### src/rtl/regbank_arbiter.sv
// regbank_arbiter
// Round-robin arbiter and sequencer for a bank of 1-bit registers shared by
// NREQ requesters. One transaction (single-bit read or write) is performed
// at a time using IDLE -> ACCESS -> DONE, i.e. at most one per 3 cycles.
//
// Ports:
//   clk    rising-edge clock
//   rst    synchronous, active-low reset
//   req    per-requester request level
//   we     per-requester write enable (1 = write, 0 = read)
//   addr   packed addresses, requester i uses addr[i*AW +: AW]
//   wdata  per-requester write data bit
//   gnt    one-hot grant, high only in ACCESS
//   ack    one-hot completion pulse, high only in DONE
//   rdata  read data from the last completed read
//   q      current register bank contents
//   busy   high whenever the FSM is not IDLE
module regbank_arbiter #(
   parameter int NREQ  = 4,
   parameter int NREGS = 8,
   parameter int AW    = 3
) (
   input  logic                  clk,
   input  logic                  rst,
   input  logic [NREQ-1:0]       req,
   input  logic [NREQ-1:0]       we,
   input  logic [NREQ*AW-1:0]    addr,
   input  logic [NREQ-1:0]       wdata,
   output logic [NREQ-1:0]       gnt,
   output logic [NREQ-1:0]       ack,
   output logic                  rdata,
   output logic [NREGS-1:0]      q,
   output logic                  busy
);

   localparam int IW = (NREQ > 1) ? $clog2(NREQ) : 1;

   typedef enum logic [1:0] {
      IDLE   = 2'd0,
      ACCESS = 2'd1,
      DONE   = 2'd2
   } state_t;

   state_t           state, state_nxt;

   // Transaction latched at selection time; only these drive the access.
   logic [IW-1:0]    win_idx;
   logic             we_l;
   logic [AW-1:0]    addr_l;
   logic             wdata_l;
   logic [IW-1:0]    last_winner;

   // Round-robin search results
   logic             rr_found;
   logic [IW-1:0]    rr_pick;
   int unsigned      rr_cand;

   // Fields of the selected requester
   logic             sel_we;
   logic [AW-1:0]    sel_addr;
   logic             sel_wdata;

   // Bank access decode
   logic             bank_bit;
   logic [NREGS-1:0] q_wr;

   // ------------------------------------------------------------------
   // Round-robin: walk offsets 1..NREQ from last_winner, first hit wins.
   // ------------------------------------------------------------------
   always_comb begin
      rr_found = 1'b0;
      rr_pick  = last_winner;
      rr_cand  = 0;
      for (int unsigned off = 1; off <= NREQ; off++) begin
         rr_cand = 32'(last_winner) + off;
         if (rr_cand >= NREQ) begin
            rr_cand = rr_cand - NREQ;
         end
         if (!rr_found && |(req & (NREQ'(1) << rr_cand))) begin
            rr_found = 1'b1;
            rr_pick  = IW'(rr_cand);
         end
      end
   end

   always_comb begin
      sel_we    = 1'b0;
      sel_addr  = '0;
      sel_wdata = 1'b0;
      for (int unsigned j = 0; j < NREQ; j++) begin
         if (rr_pick == IW'(j)) begin
            sel_we    = we[j];
            sel_addr  = addr[j*AW +: AW];
            sel_wdata = wdata[j];
         end
      end
   end

   // Address decode by comparison so out-of-range addresses simply match
   // nothing: reads return 0 and writes leave the bank unchanged.
   always_comb begin
      bank_bit = 1'b0;
      q_wr     = q;
      for (int unsigned i = 0; i < NREGS; i++) begin
         if (addr_l == AW'(i)) begin
            bank_bit = q[i];
            q_wr[i]  = wdata_l;
         end
      end
   end

   // ------------------------------------------------------------------
   // FSM next state and outputs
   // ------------------------------------------------------------------
   always_comb begin
      state_nxt = state;
      gnt       = '0;
      ack       = '0;
      case (state)
         IDLE: begin
            if (rr_found) begin
               state_nxt = ACCESS;
            end
         end
         ACCESS: begin
            gnt[win_idx] = 1'b1;
            state_nxt    = DONE;
         end
         DONE: begin
            ack[win_idx] = 1'b1;
            state_nxt    = IDLE;
         end
         default: state_nxt = IDLE;
      endcase
   end

   assign busy = (state != IDLE);

   // ------------------------------------------------------------------
   // State register and datapath
   // ------------------------------------------------------------------
   always_ff @(posedge clk) begin
      if (!rst) begin
         state       <= IDLE;
         win_idx     <= '0;
         we_l        <= 1'b0;
         addr_l      <= '0;
         wdata_l     <= 1'b0;
         last_winner <= IW'(NREQ - 1);
         rdata       <= 1'b0;
         q           <= '0;
      end else begin
         state <= state_nxt;
         case (state)
            IDLE: begin
               if (rr_found) begin
                  win_idx <= rr_pick;
                  we_l    <= sel_we;
                  addr_l  <= sel_addr;
                  wdata_l <= sel_wdata;
               end
            end
            ACCESS: begin
               if (we_l) begin
                  q <= q_wr;
               end else begin
                  rdata <= bank_bit;
               end
               last_winner <= win_idx;
            end
            default: ;
         endcase
      end
   end

endmodule
### config.mk
export PLATFORM = sky130hd
export DESIGN_NAME = regbank_arbiter
export DESIGN_NICKNAME = d
export VERILOG_FILES = /design/src/rtl/regbank_arbiter.sv
export SDC_FILE = /design/constraint.sdc
export NUM_CORES = 1
export LEC_CHECK = 0
export CAP_MARGIN = 20
export CELL_PAD_IN_SITES_DETAIL_PLACEMENT = 1
export CELL_PAD_IN_SITES_GLOBAL_PLACEMENT = 1
export CORE_MARGIN = 8
export CORE_UTILIZATION = 38
export DETAILED_ROUTE_END_ITERATION = 12
export PLACE_DENSITY = 0.93
export SLEW_MARGIN = 5
export SYNTH_ARGS = -nofsm -noshare
export SYNTH_HDL_FRONTEND = slang
export SYNTH_SLANG_ARGS = --single-unit
### constraint.sdc
create_clock -name clk -period 7.82 [get_ports clk]
set_clock_uncertainty 0.15 [all_clocks]
set_input_delay 0.782 -clock clk [delete_from_list [all_inputs] [get_ports clk]]
set_output_delay 0.782 -clock clk [all_outputs]
set_load 0.02 [all_outputs]
==> results.yml <==
outcome:
  status: "complete, no violations"
drt:
  post_drt_wl_per_cell_um: 17.7
  drcViolationCount: 0
  antenna_left: 0
  first_iter_violations: 44
  via_count: 1537
  avgViaCountPerCell: 5.69
  first_pass_iters: 4
  wirelength_mm: 4.77
timing:
  hold_violations: 0
  period_share: 0.508
  setup_viol: 0
  fmax_mhz: 252
  tightestPinTransition_ns: 0.827
  fin_setup_tns_ns: 0
  period_needed_ns: 3.97
  timing.slew.headroom: 0.448
  rsz0062_at_grt: "no"
  drv_slew: 0
synthesis:
  synth_top_area_share: 0.250
  synth_xor_area_frac: 0.00546
  yosysTopAreaCell: "dfxtp_1"
  synth_fa_ha_area_frac: 0.0390
  ys_types: 48
  synth-async-reset-ratio: 0
  yosys-top-cells-area: "dfxtp_1 (25%), mux2i_1 (5.6%), a2111oi_2 (4.7%), nand2_1 (4.7%), nor2b_1 (4.3%)"
  synth_top_family_by_area: "simple AND/OR/NAND/NOR gates"
  synthesis.area_um2: 1600
  yosys_most_used_dff: "dfxtp_1"
  synth_mux_area_frac: 0.0913
  synth-simple-area-share: 0.310
  syn_inst: 183
  synth_compound_area_frac: 0.266
  synth_nets: 214
  synth_edf_count: 0
  synth_seq_cells: 20
  synth_warnings: 0
  syn_avg_cell_area_um2: 8.77
  synth_seq_area_share: 0.250
worst_setup_path:
  critPathKind: "register to register"
  reg2reg_from: "last_winner[0]$_SDFFE_PN1P_"
  crit_slowest_cell: "dfxtp_1"
  crit_arrival_ns: 3.98
  worstPathRequired_ns: 7.82
  start_kind: "register"
  critical_path.endpoint_type: "register"
  cp_cell_sequence: "clkinv_1 -> ha_1 -> a22oi_1 -> nand2_1 -> a21oi_4 -> mux2_2 -> a2111oi_2 -> o21ai_1"
  r2r_cells: 8
  crit_start: "last_winner[0]$_SDFFE_PN1P_"
  max_stage_delay_ns: 0.87
  crit_fanout: 20
  r2r_slack_ns: 3.85
cells_and_area:
  antenna_cells: 0
  layout_commonest_cell: "clkdlybuf4s50_1"
  fin_nets: 252
  drive_above_1_share: 0.118
  areaGrowthSynthToFinish_pct: 31.0
  layout_common_cells: "clkdlybuf4s50_1 (43), nand2_1 (20), dfxtp_1 (20)"
grt:
  grt_overflow: 0
  grt_start_max_net_pins: 21
  grt_usage: 0.146
  grt_first_pass_wirelength_mm: 7.78
  grt_antenna_before_repair: 0
  grt_pass1_vias: 1562
run:
  maxCapViolations: 0
clock_network:
  postCtsSetupRepairBufs: 0
  clk_pin_slew_worst_paths_ns: 0.08
  cts_buffers: 3
  cts_max_level: 1
  worstSkewPairLatency_ns: 0.26
  cts_max_path_buffers: 2
  root_buffer: "clkbuf_8"
  cts_tree: "built"
  cts_sinks: 20
  postCtsHoldBufs: 0
  cts_resized: 0
worst_hold_path:
  hold_class: "register to register"
  hold_start: "q[0]$_SDFFE_PN0P_"
  hold_depth: 2
floorplan:
  ios: 44
  fp.coreArea_um2: 4030
  die-area_um2: 6560
  initial_core_util: 0.398
  die_w_um: 81.0
  row_count: 23
  die_h_um: 81.0
power_and_ir_drop:
  power.density_nw_per_um2: 278
  ir_drop_mv: 0.120
  total_power_mw: 0.585
  leakage_nw: 0.718
place:
  place_congestion: 0.876
  io_buffer_count: 43
  dp_hpwl_mm: 3.64
## Yosys cell counts, types with 2 or more instances
library cell,n
a2111oi_2,5
a21boi_0,2
a21oi_1,2
a21oi_4,2
a22o_1,5
a22oi_1,2
and2_1,2
and3_1,5
clkbuf_1,7
dfxtp_1,20
ha_1,5
inv_1,2
mux2_2,5
mux2i_1,9
nand2_1,20
nand2b_1,4
nand3_1,4
nand3b_1,4
nor2_1,14
nor2b_1,11
nor3_1,6
nor3b_1,8
nor4_2,2
o211ai_1,2
o21ai_0,3
o21ai_1,5
o221ai_1,5
o41ai_1,2
## kinds of logic after synthesis
family	after synthesis
AO/OA/AOI/OAI	43
XOR/XNOR	1
adder cells (fa/ha/maj)	5
buffers and inverters	13
flip-flops	20
multiplexers	14
AND/OR/NAND/NOR	87
## report_power, final
group / leakage [nW] / switching (mW) / internal, mW
logic: 0.526 / 0.172 / 0.140
registers: 0.164 / 0.0636 / 0.127
clock network: 0.0288 / 0.0376 / 0.0449
total: 0.718 / 0.274 / 0.312
## through the flow
| stage | util | setup slack [ns] | cells | hold slack (ns) | area [um2] |
|---|---|---|---|---|---|
| finish | 0.522 | 3.85 | 270 | 0.351 | 2100 |
| global route | 0.522 | 3.61 | 270 | 0.390 | 2100 |
| CTS | 0.522 | 3.86 | 270 | 0.360 | 2100 |
| detailed placement | 0.508 | 3.90 | 266 | 0.349 | 2050 |
| global placement | 0.508 | 4.01 | 266 | 0.330 | 2050 |
| floorplan | - | 4.80 | 183 | 0.307 | 1600 |
## critical path: cells and delay by family (launching register included)
kind	cells	cell delay (ns)
adder cells (fa/ha/maj)	1	0.41
AND/OR/NAND/NOR	1	0.28
AO/OA/AOI/OAI	4	1.24
multiplexers	1	0.40
flip-flops	1	0.87
buffers and inverters	1	0.51
## state kept, by name (all words and copies together) (netlist names)
signal and count:
state 2, q 8, win_idx 2, we_l 1, rdata 1, addr_l 3
last_winner 2, wdata_l 1
## final timing paths
path,end
worst min register to register,q[0]$_SDFFE_PN0P_
worst min-delay path,q[0]$_SDFFE_PN0P_
worst max-delay path,wdata_l$_SDFFE_PN0P_
worst max register to register,wdata_l$_SDFFE_PN0P_
## layout make-up
| cell class | instances | area [um2] |
|---|---|---|
| flip-flops and latches | 20 | 400 |
| inverters | 3 | 11.3 |
| well taps | 50 | 62.6 |
| multi-input cells | 150 | 1140 |
| fillers | 481 | 1930 |
| clock buffers | 4 | 55.1 |
| repair buffers | 43 | 430 |
## layer usage
layer / wire (um) / GRT usage
met1: 2170 / 0.177
met2: 2340 / 0.260
met3: 229 / 0.0243
met4: 33 / 0.0339
met5: 0 / 0
No activity file was read; power rests on OpenSTA's default activity.
